File: src/rtl/riscv_enc_pkg.sv
// Shared types and opcode constants for the RV32I instruction encoder.
// Optional range checking is enabled by defining INSTR_ENC_CHECK_EN.
package riscv_enc_pkg;

    typedef enum logic [3:0] {
        LW    = 4'd0,
        SW    = 4'd1,
        RTYPE = 4'd2,
        BTYPE = 4'd3,
        ITYPE = 4'd4,
        JAL   = 4'd5,
        AUIPC = 4'd6,
        LUI   = 4'd7,
        JALR  = 4'd8
    } instr_kind_t;

    localparam logic [6:0] OP_LOAD  = 7'b0000011;
    localparam logic [6:0] OP_STORE = 7'b0100011;
    localparam logic [6:0] OP_R     = 7'b0110011;
    localparam logic [6:0] OP_B     = 7'b1100011;
    localparam logic [6:0] OP_I     = 7'b0010011;
    localparam logic [6:0] OP_JAL   = 7'b1101111;
    localparam logic [6:0] OP_AUIPC = 7'b0010111;
    localparam logic [6:0] OP_LUI   = 7'b0110111;
    localparam logic [6:0] OP_JALR  = 7'b1100111;

    localparam logic [31:0] NOP = 32'h0000_0013;

    // kind stays raw so out-of-range codes can be flagged
    typedef struct packed {
        logic [3:0]  kind;
        logic [2:0]  funct3;
        logic        funct7b5;
        logic [4:0]  rd;
        logic [4:0]  rs1;
        logic [4:0]  rs2;
        logic [31:0] imm;
    } enc_desc_t;

endpackage

File: src/rtl/instr_encoder_pack.sv
// Combinational packer: one descriptor in, one RV32I word out.
// Immediate range checks exist only when INSTR_ENC_CHECK_EN is defined.
module instr_pack
    import riscv_enc_pkg::*;
(
    input  enc_desc_t   desc_i,
    output logic [31:0] word_o,
    output logic        illegal_o,
    output logic        imm_err_o
);

    logic [31:0] im;
    logic        shift;
    logic [6:0]  f7;

    assign im    = desc_i.imm;
    assign shift = (desc_i.funct3 == 3'b001) ||
                   (desc_i.funct3 == 3'b101);
    assign f7    = {1'b0, desc_i.funct7b5, 5'b00000};

    // Field placement per instruction format
    always_comb begin
        word_o    = NOP;
        illegal_o = 1'b0;
        case (desc_i.kind)
            LW:
                word_o = {im[11:0], desc_i.rs1, 3'b010,
                          desc_i.rd, OP_LOAD};
            SW:
                word_o = {im[11:5], desc_i.rs2, desc_i.rs1,
                          3'b010, im[4:0], OP_STORE};
            RTYPE:
                word_o = {f7, desc_i.rs2, desc_i.rs1,
                          desc_i.funct3, desc_i.rd, OP_R};
            ITYPE:
                if (shift)
                    word_o = {f7, im[4:0], desc_i.rs1,
                              desc_i.funct3, desc_i.rd, OP_I};
                else
                    word_o = {im[11:0], desc_i.rs1,
                              desc_i.funct3, desc_i.rd, OP_I};
            BTYPE:
                word_o = {im[12], im[10:5], desc_i.rs2,
                          desc_i.rs1, desc_i.funct3,
                          im[4:1], im[11], OP_B};
            JAL:
                word_o = {im[20], im[10:1], im[11], im[19:12],
                          desc_i.rd, OP_JAL};
            JALR:
                word_o = {im[11:0], desc_i.rs1, 3'b000,
                          desc_i.rd, OP_JALR};
            AUIPC:
                word_o = {im[31:12], desc_i.rd, OP_AUIPC};
            LUI:
                word_o = {im[31:12], desc_i.rd, OP_LUI};
            default:
                illegal_o = 1'b1;
        endcase
    end

`ifdef INSTR_ENC_CHECK_EN
    logic signed [31:0] simm;
    logic               i_ok;
    logic               b_ok;
    logic               j_ok;

    assign simm = desc_i.imm;
    assign i_ok = (simm >= -32'sd2048) && (simm <= 32'sd2047);
    assign b_ok = (simm >= -32'sd4096) && (simm <= 32'sd4094);
    assign j_ok = (simm >= -32'sd1048576) &&
                  (simm <= 32'sd1048575);

    // Flag immediates that do not survive truncation
    always_comb begin
        imm_err_o = 1'b0;
        case (desc_i.kind)
            LW, SW, JALR:
                imm_err_o = !i_ok;
            ITYPE:
                imm_err_o = shift ? (im[11:5] != 7'd0) : !i_ok;
            BTYPE:
                imm_err_o = !b_ok || im[0];
            JAL:
                imm_err_o = !j_ok || im[0];
            AUIPC, LUI:
                imm_err_o = (im[11:0] != 12'd0);
            default:
                imm_err_o = 1'b0;
        endcase
    end
`else
    assign imm_err_o = 1'b0;
`endif

endmodule

File: src/rtl/instr_encoder.sv
// Load-session sequencer: encodes descriptors and streams them to imem.
// err_imm is only ever raised when INSTR_ENC_CHECK_EN is defined.
module instr_encoder
    import riscv_enc_pkg::*;
#(
    parameter logic [31:0] BASE_ADDR = 32'h0000_0000,
    parameter int          DEPTH     = 64,
    parameter int          AW        = 32
) (
    input  logic          clk,
    input  logic          reset_n,
    input  logic          start,
    input  logic          finish,
    input  logic          in_valid,
    output logic          in_ready,
    input  logic [3:0]    in_kind,
    input  logic [2:0]    in_funct3,
    input  logic          in_funct7b5,
    input  logic [4:0]    in_rd,
    input  logic [4:0]    in_rs1,
    input  logic [4:0]    in_rs2,
    input  logic [31:0]   in_imm,
    output logic          out_valid,
    input  logic          out_ready,
    output logic [AW-1:0] out_addr,
    output logic [31:0]   out_data,
    output logic          busy,
    output logic          full,
    output logic          done,
    output logic          err_imm,
    output logic          err_kind
);

    localparam int CW = $clog2(DEPTH + 1);

    typedef enum logic [2:0] {
        S_IDLE,
        S_LOAD,
        S_FULL,
        S_DRAIN,
        S_DONE
    } state_t;

    state_t         state_q;
    logic [AW-1:0]  addr_q, addr_d;
    logic [CW-1:0]  count_q, count_d;
    logic           vld_q;
    logic [31:0]    data_q;
    logic [AW-1:0]  oaddr_q;
    logic           busy_q, full_q, done_q;
    logic           err_imm_q, err_kind_q;

    enc_desc_t      desc;
    logic [31:0]    pk_word;
    logic           pk_illegal;
    logic           pk_imm_err;
    logic           accept;

    // Bundle the descriptor inputs for the packer
    always_comb begin
        desc          = '0;
        desc.kind     = in_kind;
        desc.funct3   = in_funct3;
        desc.funct7b5 = in_funct7b5;
        desc.rd       = in_rd;
        desc.rs1      = in_rs1;
        desc.rs2      = in_rs2;
        desc.imm      = in_imm;
    end

    instr_pack u_pack (
        .desc_i    (desc),
        .word_o    (pk_word),
        .illegal_o (pk_illegal),
        .imm_err_o (pk_imm_err)
    );

    assign in_ready = (state_q == S_LOAD) && (!vld_q || out_ready);
    assign accept   = in_valid && in_ready;

    // Address and count advance once per accepted descriptor
    always_comb begin
        addr_d  = addr_q;
        count_d = count_q;
        if (accept) begin
            addr_d  = addr_q + AW'(4);
            count_d = count_q + CW'(1);
        end
    end

    // Session FSM, counters and output register
    always_ff @(posedge clk or negedge reset_n) begin
        if (!reset_n) begin
            state_q    <= S_IDLE;
            addr_q     <= AW'(BASE_ADDR);
            count_q    <= '0;
            vld_q      <= 1'b0;
            data_q     <= '0;
            oaddr_q    <= '0;
            busy_q     <= 1'b0;
            full_q     <= 1'b0;
            done_q     <= 1'b0;
            err_imm_q  <= 1'b0;
            err_kind_q <= 1'b0;
        end else begin
            done_q <= 1'b0;
            if (accept) begin
                vld_q   <= 1'b1;
                data_q  <= pk_word;
                oaddr_q <= addr_q;
            end else if (out_ready) begin
                vld_q <= 1'b0;
            end
            unique case (state_q)
                S_IDLE: begin
                    if (start) begin
                        state_q    <= S_LOAD;
                        addr_q     <= AW'(BASE_ADDR);
                        count_q    <= '0;
                        busy_q     <= 1'b1;
                        full_q     <= 1'b0;
                        err_imm_q  <= 1'b0;
                        err_kind_q <= 1'b0;
                    end
                end
                S_LOAD: begin
                    addr_q  <= addr_d;
                    count_q <= count_d;
                    if (accept) begin
                        err_imm_q  <= err_imm_q | pk_imm_err;
                        err_kind_q <= err_kind_q | pk_illegal;
                    end
                    if (count_d == CW'(DEPTH))
                        full_q <= 1'b1;
                    if (finish)
                        state_q <= S_DRAIN;
                    else if (count_d == CW'(DEPTH))
                        state_q <= S_FULL;
                end
                S_FULL: begin
                    if (finish)
                        state_q <= S_DRAIN;
                end
                S_DRAIN: begin
                    if (!vld_q) begin
                        state_q <= S_DONE;
                        done_q  <= 1'b1;
                        busy_q  <= 1'b0;
                    end
                end
                S_DONE: begin
                    state_q <= S_IDLE;
                end
                default: begin
                    state_q <= S_IDLE;
                end
            endcase
        end
    end

    assign out_valid = vld_q;
    assign out_addr  = oaddr_q;
    assign out_data  = data_q;
    assign busy      = busy_q;
    assign full      = full_q;
    assign done      = done_q;
    assign err_imm   = err_imm_q;
    assign err_kind  = err_kind_q;

endmodule

File: config.mk
export PLATFORM = sky130hd
export DESIGN_NAME = instr_encoder
export DESIGN_NICKNAME = d
export VERILOG_FILES = /design/src/rtl/riscv_enc_pkg.sv /design/src/rtl/instr_encoder_pack.sv /design/src/rtl/instr_encoder.sv
export SDC_FILE = /design/constraint.sdc
export NUM_CORES = 1
export LEC_CHECK = 0
export BUFFER_PORTS_ARGS = -buffer_cell sky130_fd_sc_hd__buf_2
export CORE_UTILIZATION = 37
export DETAILED_ROUTE_END_ITERATION = 8
export PLACE_DENSITY = 0.59
export SLEW_MARGIN = 20
export SYNTH_ARGS = -nofsm -noshare
export SYNTH_HDL_FRONTEND = slang
export SYNTH_SLANG_ARGS = --single-unit
export TNS_END_PERCENT = 100
File: constraint.sdc
create_clock -name clk -period 2.15 [get_ports clk]
set_clock_uncertainty 0.15 [all_clocks]
set_input_delay 0.1075 -clock clk [delete_from_list [all_inputs] [get_ports clk]]
set_output_delay 0.1075 -clock clk [all_outputs]
set_load 0.02 [all_outputs]
## After elaboration in Yosys (flattened, before gate mapping)

Index checks and enable logic that the tools add are counted.
W data, S select, Z words.

- $add $sub $neg: 2
- Multiply operators: 0
- Div/mod/pow operators: 0
- Magnitude comparators: 0
- Equal/unequal tests: 20
- Shift operators: 0
- Mux-type cells: 27
- Bitwise gates (word level): 1
- Reductions and logical operators: 16

Operators with widths:

| kind | number |
|---|---|
| $pmux W32 S9 | 1 |
| $mux W32 | 3 |
| $pmux W32 S2 | 1 |
| $add A32 B3 Y32 const B | 1 |
| $eq A4 B3 Y1 const B | 4 |
| $mux W3 | 5 |
| $mux W7 | 2 |
| $pmux W7 S2 | 1 |
| $pmux W3 S4 | 1 |
| $mux W1 | 10 |
| $reduce_and A3 Y1 | 3 |
| $reduce_or A9 Y1 | 1 |
| $eq A4 B2 Y1 const B | 2 |
| $ne A2 B2 Y1 const B | 4 |
| $add A7 B1 Y7 const B | 1 |
| $eq A7 B7 Y1 const B | 1 |
| $eq A3 B1 Y1 const B | 2 |
| $eq A3 B2 Y1 const B | 2 |
| $pmux W1 S2 | 3 |
| $reduce_bool A2 Y1 | 3 |
| $eq A4 B1 Y1 const B | 1 |
| $eq A4 B4 Y1 const B | 1 |
| $logic_not A4 Y1 | 1 |
| $reduce_and A4 Y1 | 1 |
| 9 further kinds | 11 |

- Register bits after elaboration: 111
- Bits in latches: 0
- RAM bits: 0
- ROM bits: 0
- Bits of input ports: 61
- Output and inout port bits: 71
- Word-level logic and storage cells: 76
- Memories kept: 0

## Depth between registers and ports, before layout

Gate-level depths: netlist of run 1.

- Depth after elaboration: 9
- Depth in mapped cells: 8
- Mapped depth without buffers: 6

## Cells and area by module

A second synthesis of run 1 with hierarchy kept.

- Cell total of the unflattened synthesis: 633
- Area, all modules: 5512.8 um^2

Modules (own cells, without submodules):

| module | instances | cells an instance | area each (um^2) |
|---|---|---|---|
| instr_encoder | 1 | 531 | 4812.1 |
| instr_pack | 1 | 102 | 700.7 |

## Least setup slack after synthesis of run 1

OpenSTA, ideal clock, no wires.

- Path type: register to register
- From: register state_q[1]
- To: register addr_q[30]
- Setup time: 78 ps
- Arrival: 2059 ps
- Path slack: -137 ps
- Stages on the path, launching flop included: 7
- Buffers on the path: 1
- Path through: dfrtp_1 buf_2 nor4b_2 a31oi_1 or3_1 or4_2 a21oi_1

- Cells in the longest elaborated chain, start to end: 5

Ends and longest elaborated chain:

| what | RTL line | RTL |
|---|---|---|
| start: declaration | instr_encoder.sv:44 | `state_t state_q;` |
| start signal: assignment | instr_encoder.sv:94 | `state_q <= S_IDLE;` |
| start signal: assignment | instr_encoder.sv:117 | `state_q <= S_LOAD;` |
| start signal: assignment | instr_encoder.sv:136 | `state_q <= S_DRAIN;` |
| $eq A3 B1 Y1 | instr_encoder.sv:78, instr_encoder.sv:114 |  |
| $logic_and A1 B1 Y1 | instr_encoder.sv:78 | `assign in_ready = (state_q == S_LOAD) && (!vld_q \|\| out_ready);` |
| $logic_and A1 B1 Y1 | instr_encoder.sv:79 | `assign accept = in_valid && in_ready;` |
| $ne A2 B2 Y1 (no source line) | -- |  |
| $reduce_and A3 Y1 (no source line) | -- |  |
| end signal: assignment | instr_encoder.sv:95 | `addr_q <= AW'(BASE_ADDR);` |
| end signal: assignment | instr_encoder.sv:118 | `addr_q <= AW'(BASE_ADDR);` |
| end signal: assignment | instr_encoder.sv:127 | `addr_q <= addr_d;` |
| end: declaration | instr_encoder.sv:45 | `logic [AW-1:0] addr_q, addr_d;` |

Parallel ways exist; a longest one is shown, timed or not.
A chain may end at the register's enable or synchronous reset.

## Final worst setup path of run 1

- From: register addr_q[26]
- To: register addr_q[31]

- Cells in the longest elaborated chain, start to end: 3

Ends and longest elaborated chain:

| what | RTL line | RTL |
|---|---|---|
| $add A32 B3 Y32 | instr_encoder.sv:86 | `addr_d = addr_q + AW'(4);` |
| $mux W32 | instr_encoder.sv:85 | `if (accept) begin` |
| $pmux W32 S2 | instr_encoder.sv:114 | `unique case (state_q)` |

No other way between the ends. The select of a mux whose other input is x is not followed.

==> results of run 1 <==
==> state kept, by name (all words and copies together) (netlist names) <==
name and count:
done 1, count_q 7, err_kind 1, state_q 3, busy 1, full 1
addr_q 30, out_addr 30, out_data 31, out_valid 1
==> path summary, 6_finish.rpt <==
| path | from | depth (start not counted) | end | slack [ns] |
|---|---|---|---|---|
| max | addr_q[26] | 5 | addr_q[31] | -0.12 |
| min | start | 4 | count_q[6] | 0.03 |
| max reg2reg | addr_q[26] | 5 | addr_q[31] | -0.12 |
| min reg2reg | out_addr[27] | 2 | out_addr[27] | 0.32 |
| max in group asynchronous | reset_n | 3 | out_addr[6] | 1.15 |
| min in group asynchronous | reset_n | 2 | addr_q[30] | 0.05 |
==> final cells by class <==
cell class,count,area [sq um]
fillers,1338,6584
flip-flops and latches,106,2654
multi-input cells,441,2569
repair buffers,230,1539
clock buffers,9,225.2
well taps,180,225.2
clock inverters,7,101.3
inverters,10,37.54
==> synth_stat cells, drive strengths merged (9+ instances only) <==
| library cell | n | area [sq um] |
|---|---|---|
| nor2 | 43 | 161.4 |
| nand2 | 140 | 525.5 |
| or3 | 9 | 56.30 |
| o21ai | 43 | 215.2 |
| nand3 | 15 | 75.07 |
| xnor2 | 12 | 105.1 |
| nor3 | 13 | 65.06 |
| a22oi | 16 | 120.1 |
| dfrtp | 106 | 2653 |
| o31ai | 11 | 82.58 |
| a21oi | 30 | 150.1 |
| clkbuf | 31 | 121.4 |
| inv | 10 | 37.54 |
==> power breakdown <==
group	switching [W]	internal (W)	total [W]
logic	0.00156	0.000937	0.00250
registers	0.000268	0.00243	0.00270
clock network	0.000778	0.00103	0.00181
==> through the flow <==
| step | hold WS [ns] | TNS (ns) | worst slack (ns) |
|---|---|---|---|
| 6_report | 0.02995 | -0.1174 | -0.1174 |
| 5_1_grt | 0.04652 | -0.7753 | -0.1811 |
| 4_1_cts | 0.004126 | -0.1516 | -0.1263 |
| 3_5_place_dp | -0.1136 | -0.2571 | -0.1420 |
| 3_3_place_gp | -0.1112 | -0.1147 | -0.09372 |
| 2_1_floorplan | -0.3381 | -0.1571 | -0.08209 |
==> logic make-up after synthesis <==
| family | Yosys count | share of synthesized area, % |
|---|---|---|
| DFF | 106 | 50.09 |
| buffers and inverters | 49 | 3.899 |
| muxes | 14 | 2.788 |
| and+or+nand+nor | 275 | 24.53 |
| adders and majority gates | 3 | 0.6616 |
| other | 1 | 0.07082 |
| AOI/OAI and AO/OA | 132 | 15.64 |
| xor gates and xnor gates | 14 | 2.316 |
==> routing by layer <==
metal / wire (um) / global-route usage, %
met2: 7274 / 35.26
met5: 0 / 0
met3: 759 / 4.167
met4: 205 / 6.867
met1: 6375 / 26.55
==> cells in the final DEF (no fill, tap or decap), types with 3 or more instances in the layout <==
cell | netlist | routed
conb_1 | 1 | 3
nand4_1 | 3 | 3
nor4bb_1 | 3 | 3
a32oi_1 | 5 | 5
o21a_1 | 5 | 5
o21ai_0 | 43 | 41
a21oi_1 | 30 | 29
nor4_1 | 8 | 7
xnor2_1 | 12 | 12
nand3b_1 | 5 | 5
clkbuf_16 | 0 | 9
mux2i_1 | 8 | 8
o31ai_1 | 11 | 10
nor2_1 | 43 | 43
a221oi_1 | 5 | 3
or3_4 | 0 | 3
buf_2 | 2 | 127
mux2_2 | 6 | 6
nand3_1 | 15 | 14
buf_4 | 4 | 64
nor2b_1 | 5 | 5
and4_1 | 3 | 3
or4_1 | 5 | 5
inv_1 | 10 | 10
or3_1 | 9 | 6
dlygate4sd3_1 | 0 | 34
a22oi_1 | 16 | 16
a22o_1 | 3 | 3
nor3_1 | 13 | 13
nand2b_1 | 6 | 6
buf_12 | 0 | 3
dfrtp_1 | 106 | 105
or2_2 | 5 | 4
nand2_1 | 140 | 139
==> timing repair <==
action | CTS | global route
gates cloned | 0 | 0
endpoints found under the hold margin | 130 | 0
pin swaps | 4 | 7
hold buffers | 34 | 0
resized for setup | 5 | 13
buffers inserted | 1 | 2
endpoints found under the setup margin | 8 | 19
==> worst reg2reg max path: cells and delay by family, from the launching register on <==
family	cells	cell delay, ns
simple gates	4	1.57
compound gates	1	0.13
flops	1	0.35
==> metrics.yaml, run 1 <==
timing:
  final_hold_viol_count: 0
  finalCriticalPeriod_ns: 2.267
  tightestPinTransition_ns: 0.5454
  rsz0062_at_grt: "true"
  fmax_mhz: 441.0
  setup_violations: 1
  post-route-period-util_pct: 105.5
  layout_setup_ws_ns: -0.1174
  slew_headroom_pct: 63.26
  report.final.slew_viol_count: 0
clocking:
  htreeDepth: 3
  cts_root_buf: "clkbuf_16"
  cts_sinks: 106
  cts_buffers: 9
  tritoncts: "done"
  clkTransAtPathRegs_ns: 0.07
  clk_latency_ns: 0.35
  cts_max_path_buffers: 2
synthesis:
  synth_async_sr_flop_share_pct: 100.0
  ys_warn_count: 0
  yosysSeqAreaShare_pct: 50.09
  syn_inst: 594
  synth_seq_cells: 106
  ys.flop_type: "dfrtp_1"
  syn_avg_cell_area_sq_um: 8.914
  synth.distinct_cells: 57
  synth_enable_flop_cells: 0
  synth_area_sq_um: 5295
worst_setup_path:
  worst_ep_required_time_ns: 2.28
  crit_buf_inv: 0
  cp_slowest_cell: "or4b_4"
  crit_chain: "and4_1 -> or4b_4 -> or4b_4 -> or3_4 -> a21oi_2"
  crit_fanout: 3
  crit_path_start_kind: "register"
  arrival_ns: 2.40
  crit_type: "register to register"
  end_kind: "register"
  max_stage_delay_ns: 0.54
  cpMostUsedCell: "or4b_4"
  cp_top_family: "simple AND/OR/NAND/NOR gates"
floorplan:
  io_pins: 132
  start_util_pct: 38.00
  core_area_sq_um: 13930
  die_area_sq_um: 14790
  rows: 43
  die_h_um: 121.6
  die_w_um: 121.6
grt:
  gr-total-overflow: 0
  grt_first_pass_wirelength_um: 24270
  grt_usage_pct: 20.83
  grt_max_degree: 59
  antenna_found_initial: 0
  first_global_vias: 5080
final_layout:
  fin_area_sq_um: 7351
  utilization_pct: 52.75
  final_nets: 861
  final_cells: 983
  syn_to_final_growth_pct: 38.82
  drive_above_1_share_pct: 30.39
  diodes: 0
status:
  status: "finished, violations left"
  failed_checks: "setup timing"
power_and_ir_drop:
  ir_drop_uv: 516.3
  power.leakage_nw: 3.528
  power_w: 0.007010
  p_per_area_nw_per_um2: 953.7
detailed_routing:
  drtIter0Drc: 204
  vias_per_cell: 5.182
  wl_um: 14610
  dr.pass1.iters: 7
  drc_errors: 0
  ant_nets: 0
  vias: 5094
  wl_per_cell_um: 14.87
place:
  dpl.hpwl_um: 10380
  dp.cells: 930
  io_buffers: 128
  place_area_sq_um: 6584
  routabilityCongestion: 0.9421
job:
  max_cap_violations: 0
min_path:
  hp-class: "input pin to register"
Power figures use the tool's default switching activity.
==> inputs of run 2 (changes only) <==
CELL_PAD_IN_SITES_DETAIL_PLACEMENT = 0   (was not set)
CELL_PAD_IN_SITES_GLOBAL_PLACEMENT = 1   (was not set)
CORE_UTILIZATION = 36   (was 37)
PLACE_DENSITY = 0.74   (was 0.59)
==> run 2 against run 1 <==
Net effect:
- the flow still finishes with violations (setup timing)
- largest cell class unchanged
- worst hold slack better by 0.0014 ns
- via count is 0.24% higher
- power is 2.7% higher
- largest power group unchanged
- first-iteration DRC count is 25% higher
- register-to-register slack hardly changed
- critical path depth stayed put
- critical path type unchanged
==> metrics.yaml, run 2 (synthesis results as in run 1) <==
status:
  status: "finished, violations left"
  failed_checks: "setup timing"
worst_setup_path:
  end_kind: "register"
  crit_chain: "nand4_1 -> or4b_4 -> or4b_4 -> or3_4 -> a21oi_2"
  max_stage_delay_ns: 0.54
  arrival_ns: 2.39
  crit_type: "register to register"
  cpMostUsedCell: "or4b_4"
  worst_ep_required_time_ns: 2.28
  crit_fanout: 3
  cp_slowest_cell: "or4b_4"
  crit_path_start_kind: "register"
floorplan:
  io_pins: 132
  die_h_um: 123.3
  die_area_sq_um: 15200
  core_area_sq_um: 14100
  die_w_um: 123.3
  rows: 43
  start_util_pct: 37.56
timing:
  layout_setup_ws_ns: -0.1087
  post-route-period-util_pct: 105.1
  finalCriticalPeriod_ns: 2.259
  rsz0062_at_grt: "true"
  report.final.slew_viol_count: 0
  hold_ws_ns: 0.03135
  final_hold_viol_count: 0
  setup_violations: 5
  fmax_mhz: 442.7
detailed_routing:
  wl_per_cell_um: 14.86
  drtIter0Drc: 254
  drc_errors: 0
  vias_per_cell: 5.152
  wl_um: 14730
  dr.pass1.iters: 4
  ant_nets: 0
  vias: 5106
final_layout:
  final_common_cell: "nand2_1"
  largest_reg_flops: 31
  syn_to_final_growth_pct: 40.60
  final_nets: 869
  final_cell_mix: "nand2_1, buf_2, dfrtp_1"
  diodes: 0
  drive_above_1_share_pct: 31.81
  fin_area_sq_um: 7445
place:
  dpl.hpwl_um: 10640
  place_area_sq_um: 6626
  routabilityCongestion: 0.8165
  io_buffers: 128
power_and_ir_drop:
  p_sw_share_pct: 36.02
  ir_drop_uv: 473.1
  switching_power_w: 0.002593
  pwr-share-comb_pct: 35.7
  clock_power_share_pct: 26.9
  power.internal_w: 0.004606
  power.leakage_nw: 3.566
  seq_power_share_pct: 37.5
  p_per_area_nw_per_um2: 967.0
clocking:
  cts_sinks: 106
  cts_buffers: 9
  tritoncts: "done"
  cts_max_path_buffers: 2
  clk_latency_ns: 0.35
  clkTransAtPathRegs_ns: 0.07
  cts_root_buf: "clkbuf_16"
  htreeDepth: 3
grt:
  grt_usage_pct: 20.57
  gr-total-overflow: 0
  antenna_found_initial: 0
  grt_first_pass_wirelength_um: 24410
  grt_max_degree: 45
  first_global_vias: 5110
job:
  max_cap_violations: 0
min_path:
  hp-class: "input pin to register"
run 2: cell type report:
class                      count  area, sq um
fill                        1298         6651
sequential                   106         2654
multi-input combinational    441         2597
timing repair buffer         238         1578
clock buffer                  11        252.7
tap                          180        225.2
clock inverter                 5        100.1
inverter                      10        37.54
run 2: through the flow:
| step | power [W] | cells | worst slack, ns | TNS (ns) | util, % |
|---|---|---|---|---|---|
| floorplan | 0.004193 | 596 | -0.08209 | -0.1571 | - |
| global placement | 0.005150 | 939 | -0.1126 | -0.1769 | 47.01 |
| detailed placement | 0.005199 | 939 | -0.1774 | -0.3853 | 47.01 |
| CTS | 0.007236 | 990 | -0.1226 | -0.1675 | 52.08 |
| global route | 0.007685 | 991 | -0.1535 | -1.049 | 52.81 |
| finish | 0.007199 | 991 | -0.1087 | -0.2488 | 52.81 |
run 2: power groups by stage:
stage	Clock, W	Sequential (W)	Combinational, W
floorplan	0	0.00319	0.00100
global placement	0	0.00271	0.00244
detailed placement	0	0.00274	0.00246
CTS	0.00199	0.00271	0.00253
global route	0.00207	0.00277	0.00284
finish	0.00193	0.00270	0.00257
run 2: final timing paths:
kind	from	to	depth (start not counted)	slack, ns
worst max register to register	addr_q[15]	addr_q[31]	5	-0.11
max in group asynchronous	reset_n	out_data[30]	3	1.16
worst min register to register	out_addr[17]	out_addr[17]	2	0.32
min in group asynchronous	reset_n	busy	2	0.09
worst min-delay path	start	count_q[6]	4	0.03
worst max-delay path	addr_q[15]	addr_q[31]	5	-0.11
run 2: critical path, delay by kind of cell (launching register included):
family / cells / cell delay, ns
AND/OR/NAND/NOR: 4 / 1.57
AO/OA/AOI/OAI: 1 / 0.11
flip-flops: 1 / 0.35
run 2: repair_timing:
action,in CTS,in global routing
gates resized for setup,5,21
hold endpoints to repair,130,0
endpoints found under the setup margin,7,36
pin swaps,8,9
buffers inserted,1,1
hold buffers,34,0
run 2: per-layer routing:
metal | vias to the layer above | routed length (um) | global-route usage (%) | part of all wire, %
met2 | 136 | 7287 | 34.99 | 49
met5 | - | 0 | 0 | 0
li1 | 2500 | - | - | -
met4 | 0 | 193 | 5.346 | 1.3
met1 | 2450 | 6441 | 25.52 | 44
met3 | 20 | 807 | 5.812 | 5.5
==> inputs of run 3 (changes only) <==
CORE_UTILIZATION = 37   (was 36)
CTS_BUF_LIST = sky130_fd_sc_hd__clkbuf_8   (was not set)
PLACE_DENSITY = 0.76   (was 0.74)
==> run 3 against run 2 <==
Net effect:
- the flow still finishes with violations (setup timing)
- worst hold slack got worse by 0.013 ns
- critical path type unchanged
- flip-flop and latch count is the same
- sequential power about the same
==> metrics.yaml, run 3 (synthesis results as in run 1) <==
grt:
  gr-max-usage-layer: "met2"
  met1_usage_pct: 26.73
  gr-total-overflow: 0
  grt_use_met2_pct: 34.91
  grtUsageMet3_pct: 4.026
  grt_max_degree: 47
  first_global_vias: 5105
  grt_first_pass_wirelength_um: 24640
  antenna_found_initial: 0
  grt_usage_pct: 21.17
job:
  max_cap_violations: 0
place:
  io_buffers: 128
  routabilityCongestion: 0.8616
  dpl.hpwl_um: 10530
  preCtsSetupSlack_ns: -0.1536
  place_area_sq_um: 6641
power_and_ir_drop:
  ir_drop_uv: 423.2
  p_per_area_nw_per_um2: 884.4
  power.leakage_nw: 3.521
floorplan:
  rows: 43
  die_h_um: 121.6
  die_area_sq_um: 14790
  core_area_sq_um: 13930
  start_util_pct: 38.00
  die_w_um: 121.6
  io_pins: 132
worst_setup_path:
  arrival_ns: 2.49
  r2r_setup_slack_ns: -0.18
  crit_fanout: 3
  end_kind: "register"
  r2r_cells: 5
  crit_path_start_kind: "register"
  worst_ep_required_time_ns: 2.32
  r2r_start: "addr_q[23]"
  r2r-end: "addr_q[31]"
  crit_type: "register to register"
final_layout:
  fin_area_sq_um: 7357
  utilization_pct: 52.80
  syn_to_final_growth_pct: 38.94
  final_nets: 874
  multiInputGateArea_sq_um: 2592
  final_cell_mix: "nand2_1, buf_2, dfrtp_1"
  diodes: 0
  final_common_cell: "nand2_1"
  fillers: 1321
  final-seq-area_sq_um: 2654
  largest_reg_flops: 31
  drive_above_1_share_pct: 31.62
min_path:
  worstHoldStart: "in_rs2[0]"
  holdPathStages: 4
  hold_end: "out_data[20]"
  hp-class: "input pin to register"
timing:
  rsz0062_at_grt: "true"
  report.final.slew_viol_count: 0
  final_hold_viol_count: 0
  finalCriticalPeriod_ns: 2.325
  setup_violations: 4
  setup_tns_ns: -0.2652
  tightestPinTransition_ns: 0.6616
  slew_headroom_pct: 55.89
  layout_setup_ws_ns: -0.1750
  post-route-period-util_pct: 108.1
  fmax_mhz: 430.1
detailed_routing:
  ant_nets: 0
  drc_errors: 0
  vias: 5167
  dr.pass1.iters: 4
  wl_um: 14860
  wl_per_cell_um: 14.92
  vias_per_cell: 5.188
  drtIter0Drc: 228
clocking:
  cts_buffers: 9
  cts_sinks: 106
  clkTransAtPathRegs_ns: 0.11
  clk_latency_ns: 0.39
  cts_root_buf: "clkbuf_8"
  tritoncts: "done"
  cts_max_path_buffers: 2
  htreeDepth: 3
status:
  status: "finished, violations left"
  failed_checks: "setup timing"
-- run 3: cell types whose count changed in the layout (fill, tap and decap cells not counted), sizes merged --
cell and change:
clkbuf -2, buf +2, inv +3, bufinv -3, dlygate4sd3 +3, clkinv +2
-- run 3: critical path: stages, from the launching register on --
cell and delay, ns:
dfrtp_1 0.37, and4_4 0.24, or4b_4 0.47, or4b_4 0.56, or3_4 0.34, a21oi_2 0.13
-- run 3: how the worst max path moves through the flow --
stage,end,slack [ns],from,cells past startpoint
floorplan,addr_q[31],-0.08,addr_q[23],5
global placement,addr_q[31],-0.1,addr_q[24],5
detailed placement,addr_q[31],-0.15,addr_q[24],5
CTS,addr_q[31],-0.15,addr_q[23],5
global route,addr_q[31],-0.23,addr_q[23],5
finish,addr_q[31],-0.18,addr_q[23],5
-- run 3: what timing repair did --
item                                   CTS  global route
setup endpoints to repair                9            21
pin swaps                                8             8
setup buffers                            3             4
hold buffers                            37             0
endpoints found under the hold margin   71             0
resized for setup                        6            15
gates cloned                             0             0
-- run 3: where the power goes --
part	switching (W)	leakage, nW	internal [W]
combinational	0.00158	2.00	0.000984
sequential	0.000273	1.42	0.00243
clock	0.000785	0.0991	0.000454
total	0.00264	3.52	0.00387
-- run 3: final cells by class --
cell class	count	area share, %
flip-flops and latches	106	36.07
well taps	180	3.061
multi-input cells	441	35.24
clock inverters	7	0.9694
inverters	10	0.5102
clock buffers	9	1.684
repair buffers	243	22.47
-- run 3: stage by stage --
step | std cells | hold slack (ns) | power (W)
floorplan | 596 | -0.3381 | 0.004193
global placement | 936 | 0.03320 | 0.005155
detailed placement | 936 | 0.03614 | 0.005212
CTS | 992 | 0.003011 | 0.006543
global route | 996 | 0.04963 | 0.006927
finish | 996 | 0.01835 | 0.006506
-- run 3: per-layer routing --
layer  up-vias  part of all wire (%)
li1       2516                     -
met1      2473                    44
met2       157                    49
met3        21                   5.1
met4         0                   1.7
met5         -                     0
